### config.mk
export PLATFORM = sky130hd
export DESIGN_NAME = vga_scaled_window
export DESIGN_NICKNAME = d
export VERILOG_FILES = /design/src/rtl/vga_scaled_window.sv
export SDC_FILE = /design/constraint.sdc
export NUM_CORES = 1
export LEC_CHECK = 0
export CAP_MARGIN = 20
export CORE_MARGIN = 5
export CORE_UTILIZATION = 30
export DETAILED_ROUTE_END_ITERATION = 6
export SLEW_MARGIN = 20
export SYNTH_ARGS = -nofsm -noshare
export SYNTH_HDL_FRONTEND = slang
export SYNTH_SLANG_ARGS = --single-unit
### constraint.sdc
create_clock -name i_clkPixel -period 6 [get_ports i_clkPixel]
set_input_delay 1.8 -clock i_clkPixel [delete_from_list [all_inputs] [get_ports i_clkPixel]]
set_output_delay 1.8 -clock i_clkPixel [all_outputs]
set_load 0.01 [all_outputs]
### src/rtl/vga_scaled_window.sv
// vga_scaled_window: places an integer-upscaled frame buffer on the VGA
// raster, drives VRAM read addresses and aligns syncs with the RAM latency.
module vga_scaled_window #(
   parameter int   SRC_W       = 160,
   parameter int   SRC_H       = 144,
   parameter int   SCALE       = 4,
   parameter int   WIN_X0      = 320,
   parameter int   WIN_Y0      = 72,
   parameter int   ADDR_WIDTH  = 15,
   parameter int   DATA_WIDTH  = 8,
   parameter int   RAM_LATENCY = 1,
   parameter logic HSYNC_IDLE  = 1'b0,
   parameter logic VSYNC_IDLE  = 1'b0
) (
   input  logic                  i_clkPixel,
   input  logic                  i_reset,
   input  logic                  i_active,
   input  logic [15:0]           i_x,
   input  logic [15:0]           i_y,
   input  logic                  i_hSync,
   input  logic                  i_vSync,
   input  logic [DATA_WIDTH-1:0] i_vramData,
   input  logic                  i_testPattern,
   input  logic [7:0]            i_borderColor,
   output logic [ADDR_WIDTH-1:0] o_vramAddr,
   output logic [2:0]            o_red,
   output logic [2:0]            o_green,
   output logic [1:0]            o_blue,
   output logic                  o_hSync,
   output logic                  o_vSync,
   output logic                  o_frameStart
);

   localparam int L       = RAM_LATENCY + 2;
   localparam int P       = L - 1;
   localparam int WIN_W   = SRC_W * SCALE;
   localparam int WIN_H   = SRC_H * SCALE;
   localparam int BAR_LEN = SCALE * SRC_W / 8;
   localparam int SW      = (SCALE > 1) ? $clog2(SCALE) : 1;
   localparam int BW      = (BAR_LEN > 1) ? $clog2(BAR_LEN) : 1;

   localparam logic [15:0] X_LO   = 16'(WIN_X0);
   localparam logic [15:0] X_HI   = 16'(WIN_X0 + WIN_W);
   localparam logic [15:0] X_LAST = 16'(WIN_X0 + WIN_W - 1);
   localparam logic [15:0] Y_LO   = 16'(WIN_Y0);
   localparam logic [15:0] Y_HI   = 16'(WIN_Y0 + WIN_H);

   localparam logic [ADDR_WIDTH-1:0] ROW_STEP = ADDR_WIDTH'(SRC_W);
   localparam logic [ADDR_WIDTH-1:0] ONE_A    = ADDR_WIDTH'(1);
   localparam logic [SW-1:0]         SUB_MAX  = SW'(SCALE - 1);
   localparam logic [SW-1:0]         ONE_S    = SW'(1);
   localparam logic [BW-1:0]         BAR_MAX  = BW'(BAR_LEN - 1);
   localparam logic [BW-1:0]         ONE_B    = BW'(1);

   logic                  in_win;
   logic                  frame_start;
   logic                  first_px;
   logic                  last_px;

   logic [ADDR_WIDTH-1:0] row_base;
   logic [ADDR_WIDTH-1:0] row_base_nxt;
   logic [ADDR_WIDTH-1:0] addr_nxt;
   logic [SW-1:0]         sub_x;
   logic [SW-1:0]         sub_x_nxt;
   logic [SW-1:0]         sub_y;
   logic [SW-1:0]         sub_y_nxt;
   logic [BW-1:0]         bar_cnt;
   logic [BW-1:0]         bar_cnt_nxt;
   logic [2:0]            bar_idx;
   logic [2:0]            bar_idx_nxt;
   logic                  mode_q;
   logic                  mode_nxt;

   logic [P-1:0]          p_act;
   logic [P-1:0]          p_win;
   logic [P-1:0]          p_hs;
   logic [P-1:0]          p_vs;
   logic [P-1:0]          p_fs;
   logic [P-1:0]          p_mode;
   logic [2:0]            p_bar [P];

   logic [7:0]            bar_color;
   logic [7:0]            pix;

   // Classify the incoming raster position.
   always_comb begin
      in_win      = i_active
                    && (i_x >= X_LO) && (i_x < X_HI)
                    && (i_y >= Y_LO) && (i_y < Y_HI);
      frame_start = (i_x == 16'd0) && (i_y == 16'd0);
      first_px    = in_win && (i_x == X_LO);
      last_px     = in_win && (i_x == X_LAST);
   end

   // Incremental address, sub-pixel and colour-bar counters.
   always_comb begin
      row_base_nxt = frame_start ? '0 : row_base;
      sub_y_nxt    = frame_start ? '0 : sub_y;
      sub_x_nxt    = frame_start ? '0 : sub_x;
      bar_cnt_nxt  = frame_start ? '0 : bar_cnt;
      bar_idx_nxt  = frame_start ? '0 : bar_idx;
      mode_nxt     = frame_start ? i_testPattern : mode_q;
      addr_nxt     = o_vramAddr;
      if (first_px) begin
         addr_nxt    = row_base_nxt;
         sub_x_nxt   = '0;
         bar_cnt_nxt = '0;
         bar_idx_nxt = '0;
      end else if (in_win) begin
         if (sub_x == SUB_MAX) begin
            sub_x_nxt = '0;
            addr_nxt  = o_vramAddr + ONE_A;
         end else begin
            sub_x_nxt = sub_x + ONE_S;
         end
         if (bar_cnt == BAR_MAX) begin
            bar_cnt_nxt = '0;
            bar_idx_nxt = bar_idx + 3'd1;
         end else begin
            bar_cnt_nxt = bar_cnt + ONE_B;
         end
      end
      if (last_px) begin
         if (sub_y_nxt == SUB_MAX) begin
            sub_y_nxt    = '0;
            row_base_nxt = row_base_nxt + ROW_STEP;
         end else begin
            sub_y_nxt = sub_y_nxt + ONE_S;
         end
      end
   end

   // Counter state and the registered VRAM address.
   always_ff @(posedge i_clkPixel) begin
      if (i_reset) begin
         row_base   <= '0;
         sub_x      <= '0;
         sub_y      <= '0;
         bar_cnt    <= '0;
         bar_idx    <= '0;
         mode_q     <= 1'b0;
         o_vramAddr <= '0;
      end else begin
         row_base   <= row_base_nxt;
         sub_x      <= sub_x_nxt;
         sub_y      <= sub_y_nxt;
         bar_cnt    <= bar_cnt_nxt;
         bar_idx    <= bar_idx_nxt;
         mode_q     <= mode_nxt;
         o_vramAddr <= addr_nxt;
      end
   end

   // Delay line carrying flags and syncs until the VRAM data arrives.
   always_ff @(posedge i_clkPixel) begin
      if (i_reset) begin
         p_act  <= '0;
         p_win  <= '0;
         p_hs   <= {P{HSYNC_IDLE}};
         p_vs   <= {P{VSYNC_IDLE}};
         p_fs   <= '0;
         p_mode <= '0;
         for (int i = 0; i < P; i++) p_bar[i] <= '0;
      end else begin
         p_act  <= {p_act[P-2:0], i_active};
         p_win  <= {p_win[P-2:0], in_win};
         p_hs   <= {p_hs[P-2:0], i_hSync};
         p_vs   <= {p_vs[P-2:0], i_vSync};
         p_fs   <= {p_fs[P-2:0], frame_start};
         p_mode <= {p_mode[P-2:0], mode_nxt};
         p_bar[0] <= bar_idx_nxt;
         for (int i = 1; i < P; i++) p_bar[i] <= p_bar[i-1];
      end
   end

   // Colour-bar lookup for the delayed bar index.
   always_comb begin
      bar_color = 8'h00;
      case (p_bar[P-1])
         3'd0:    bar_color = 8'hFF;
         3'd1:    bar_color = 8'hE0;
         3'd2:    bar_color = 8'h1C;
         3'd3:    bar_color = 8'h03;
         3'd4:    bar_color = 8'hFC;
         3'd5:    bar_color = 8'h1F;
         3'd6:    bar_color = 8'hE3;
         default: bar_color = 8'h00;
      endcase
   end

   // Pixel source: blank, border, bar or VRAM.
   always_comb begin
      pix = 8'h00;
      if (p_act[P-1]) begin
         if (!p_win[P-1]) begin
            pix = i_borderColor;
         end else if (p_mode[P-1]) begin
            pix = bar_color;
         end else begin
            pix = 8'(i_vramData);
         end
      end
   end

   // Output register keeps RGB, syncs and frame pulse aligned.
   always_ff @(posedge i_clkPixel) begin
      if (i_reset) begin
         o_red        <= '0;
         o_green      <= '0;
         o_blue       <= '0;
         o_hSync      <= HSYNC_IDLE;
         o_vSync      <= VSYNC_IDLE;
         o_frameStart <= 1'b0;
      end else begin
         o_red        <= pix[7:5];
         o_green      <= pix[4:2];
         o_blue       <= pix[1:0];
         o_hSync      <= p_hs[P-1];
         o_vSync      <= p_vs[P-1];
         o_frameStart <= p_fs[P-1];
      end
   end

endmodule

==> results.toml <==
[grt]
groute.usage.overall_pct = 14.8
grt.overflow.total = 0
via_count_of_the_first_global_routing_pass = 3519
grt_first_pass_wirelength_mm = 17.3
number_of_antenna_violations_at_the_first_check_in_global_routing = 0
pin_count_of_the_biggest_net_entering_global_routing = 41

[min_path]
min-delay-path-class = "flop to flop"

[placed_design]
place_ws_ns = 1.05
hpwl_mm = 7.67
gp_congestion = 0.825
placement.io_buffers = 79

[logic_synthesis]
synth.area.top_cells = "sky130_fd_sc_hd__dfxtp_1 (39%), sky130_fd_sc_hd__a21oi_1 (5.6%), sky130_fd_sc_hd__o21ai_0 (3.3%), sky130_fd_sc_hd__nor2b_1 (3.3%), sky130_fd_sc_hd__nor2_1 (3.1%)"
synth_sequential_area_ratio_pct = 38.9
postSynthCellCount = 419
most_common_flop_cell_mapped_by_yosys = "sky130_fd_sc_hd__dfxtp_1"
muxShareOfSynthArea_pct = 2.33
synth_edf_count = 0
synthXorXnorAreaFrac_pct = 1.22
synth-simple-area-share_pct = 34.7
netlist.area_leader.share_pct = 38.9
synth_compound_gate_area_share_pct = 18.5
post_synthesis_mean_instance_area_um2 = 8.60
syn_nets = 479
synthDominantAreaCellType = "sky130_fd_sc_hd__dfxtp_1"
ys_seq_elements = 70
synth_top_family_by_area = "simple AND/OR/NAND/NOR gates"
synth-adder-area-share_pct = 2.08
ys.warnings.count = 0
number_of_distinct_library_cells_after_synthesis = 64
async_flop_share_pct = 0
mappedNetlistArea_um2 = 3600

[power_and_ir_drop]
comb_power_share_pct = 6.5
worst_ir_drop_vdd_v = 0.000156
clockPowerShare_pct = 50.1
power_switching_share_pct = 22.8
leakage_uw = 0.00170
cell_internal_power_dissipation_uw = 832
power_density_nw_per_um2 = 223
seq_power_share_pct = 43.5
power.net_switching_uw = 245

[drt]
detail-route-antenna-nets = 0
num_vias = 3566
routed_wire_length_per_instance_um = 16.0
dr_drc_count = 0
vias_per_cell = 5.49
tritonroute_pass_1_iters = 5
drt-initial-drc-count = 277
totalWireLength_mm = 10.4

[sta]
hold_viol = 0
setup_ws_ns = 1.35
maxSlewHeadroom_pct = 49.3
worst_slew_pin_slew_ns = 0.755
setup-violations-final = 0
max_freq_ghz = 0.215
finClkSkew_ns = 0.00777
final_min_period_over_clock_period_pct = 77.5
rsz0062_at_grt = "no"
min_period_ns = 4.65
slew_viol_final = 0
setup_total_negative_slack_ns = 0

[layout]
layout_fillers = 1200
num_antenna_cells = 0
final_net_count = 558
area_growth_pct = 34.1
final_cell_mix = "sky130_fd_sc_hd__clkdlybuf4s50_1 (79), sky130_fd_sc_hd__dfxtp_1 (70), sky130_fd_sc_hd__a21oi_1 (40)"
post_route_cells_drive_above_1_share_pct = 8.35
final_common_cell = "sky130_fd_sc_hd__clkdlybuf4s50_1"

[critical_path]
worst-setup-path-type = "primary input to flop"
worstPathRequired_ns = 6.23
critPathMaxFanout = 18
critPathArrivalTime_ns = 4.88
endpoint_kind = "flop"
crit_path_start_kind = "primary input"

[floorplanning]
rows = 40
fp.dieW_um = 120
design.die.area_um2 = 14300
core-area_um2 = 11900
start_util_pct = 30.3
design.portCount = 80
die_h_um = 120

[cts]
cts-resized-gates = 0
postCtsHoldBufs = 0
cts.reportedPaths.clkPinSlew_ns = 0.06
cts_buffers = 9
cts.sink_count = 70
clk_latency_ns = 0.34
clock_tree.htree_level_count = 3
ctsRootBufferMaster = "sky130_fd_sc_hd__clkbuf_16"
post-cts-setup-buffers = 0
ctsLongestPathBuffers = 2
tritoncts_clock_tree = "built"

[job]
total_of_max_cap_violations = 0

[run_status]
run_status = "complete, no violations"
==> critical path: stages <==
cell	delay, ns
sky130_fd_sc_hd__clkdlybuf4s50_1	0.54
sky130_fd_sc_hd__nor4_4	0.41
sky130_fd_sc_hd__nand4_2	0.21
sky130_fd_sc_hd__or3_1	0.68
sky130_fd_sc_hd__and2_1	0.32
sky130_fd_sc_hd__ha_1	0.24
sky130_fd_sc_hd__o2111ai_1	0.40
sky130_fd_sc_hd__nor3_1	0.10
sky130_fd_sc_hd__o21a_1	0.18
==> flip-flops by register name, indices dropped and copies added, names as in the netlist, 2 cells and up <==
name	flops
p_vs	2
bar_cnt	7
p_bar	4
p_act	2
o_vramAddr	15
p_mode	2
sub_x	2
bar_idx	2
row_base	15
o_red	3
p_hs	2
p_fs	2
sub_y	2
o_blue	2
o_green	3
p_win	2
==> cells by family after synthesis <==
| family | after synthesis |
|---|---|
| buf+inv | 18 |
| compound gates | 110 |
| xor+xnor | 5 |
| simple gates | 202 |
| mux | 8 |
| flops | 70 |
| fa+ha+maj | 6 |
==> path summary, 6_finish.rpt <==
path	from	to	slack [ns]	cells past startpoint
max	i_x[7]	row_base[13]	1.35	9
min	p_vs[0]	p_vs[1]	0.44	1
max reg2reg	o_vramAddr[0]	o_vramAddr[14]	3.89	7
min reg2reg	p_vs[0]	p_vs[1]	0.44	1
==> layer usage <==
layer  up-vias  track usage [%]  routed length, um
met5         -                0                  0
met4         0             3.58                140
met3        13             4.71                668
met2       110             25.5               5090
met1      1718             17.8               4510
li1       1725                -                  -
==> power groups by stage <==
stage	logic (uW)	clock network, uW	registers (uW)
final	69.5	540	468
after global routing	74.4	576	469
after CTS	69.9	548	468
after detailed placement	69.2	0	479
after global placement	68.8	0	479
after floorplan	19.9	0	479
==> synth_stat cells, drive strengths merged, types with 3 or more instances <==
master and count:
dfxtp 70, a21oi 40, nor2 32, o21ai 30, nand2 29, nand3 22, nor2b 19, and3 16
nor3 13, nor4 12, nand4 11, or3 11, nand2b 10, clkbuf 9, and2 7, a211oi 6
and4 6, ha 6, a31oi 5, buf 5, mux2i 5, o21a 5, a21boi 4, inv 4
a22oi 3, mux2 3, nand3b 3, o211ai 3, or2 3, xor2 3
==> final cells by class <==
type                       count  area [um^2]  area share, %
clock buffer                  10          229           4.74
clock inverter                 6         71.3           1.48
inverter                       4         15.0          0.311
multi-input combinational    331         2120           43.8
sequential                    70         1400           29.0
tap                          147          184           3.81
timing repair buffer          82          813           16.8
==> metrics by stage <==
step,instance area (um^2),cells,power (uW),hold slack (ns),util (%)
after CTS,4830,650,1090,0.438,40.6
after global routing,4830,650,1120,0.460,40.6
final,4830,650,1080,0.436,40.6
after detailed placement,4530,634,548,0.428,38.0
after floorplan,3600,419,499,0.414,-
after global placement,4530,634,548,0.419,38.0
Power figures use the tool's default switching activity.
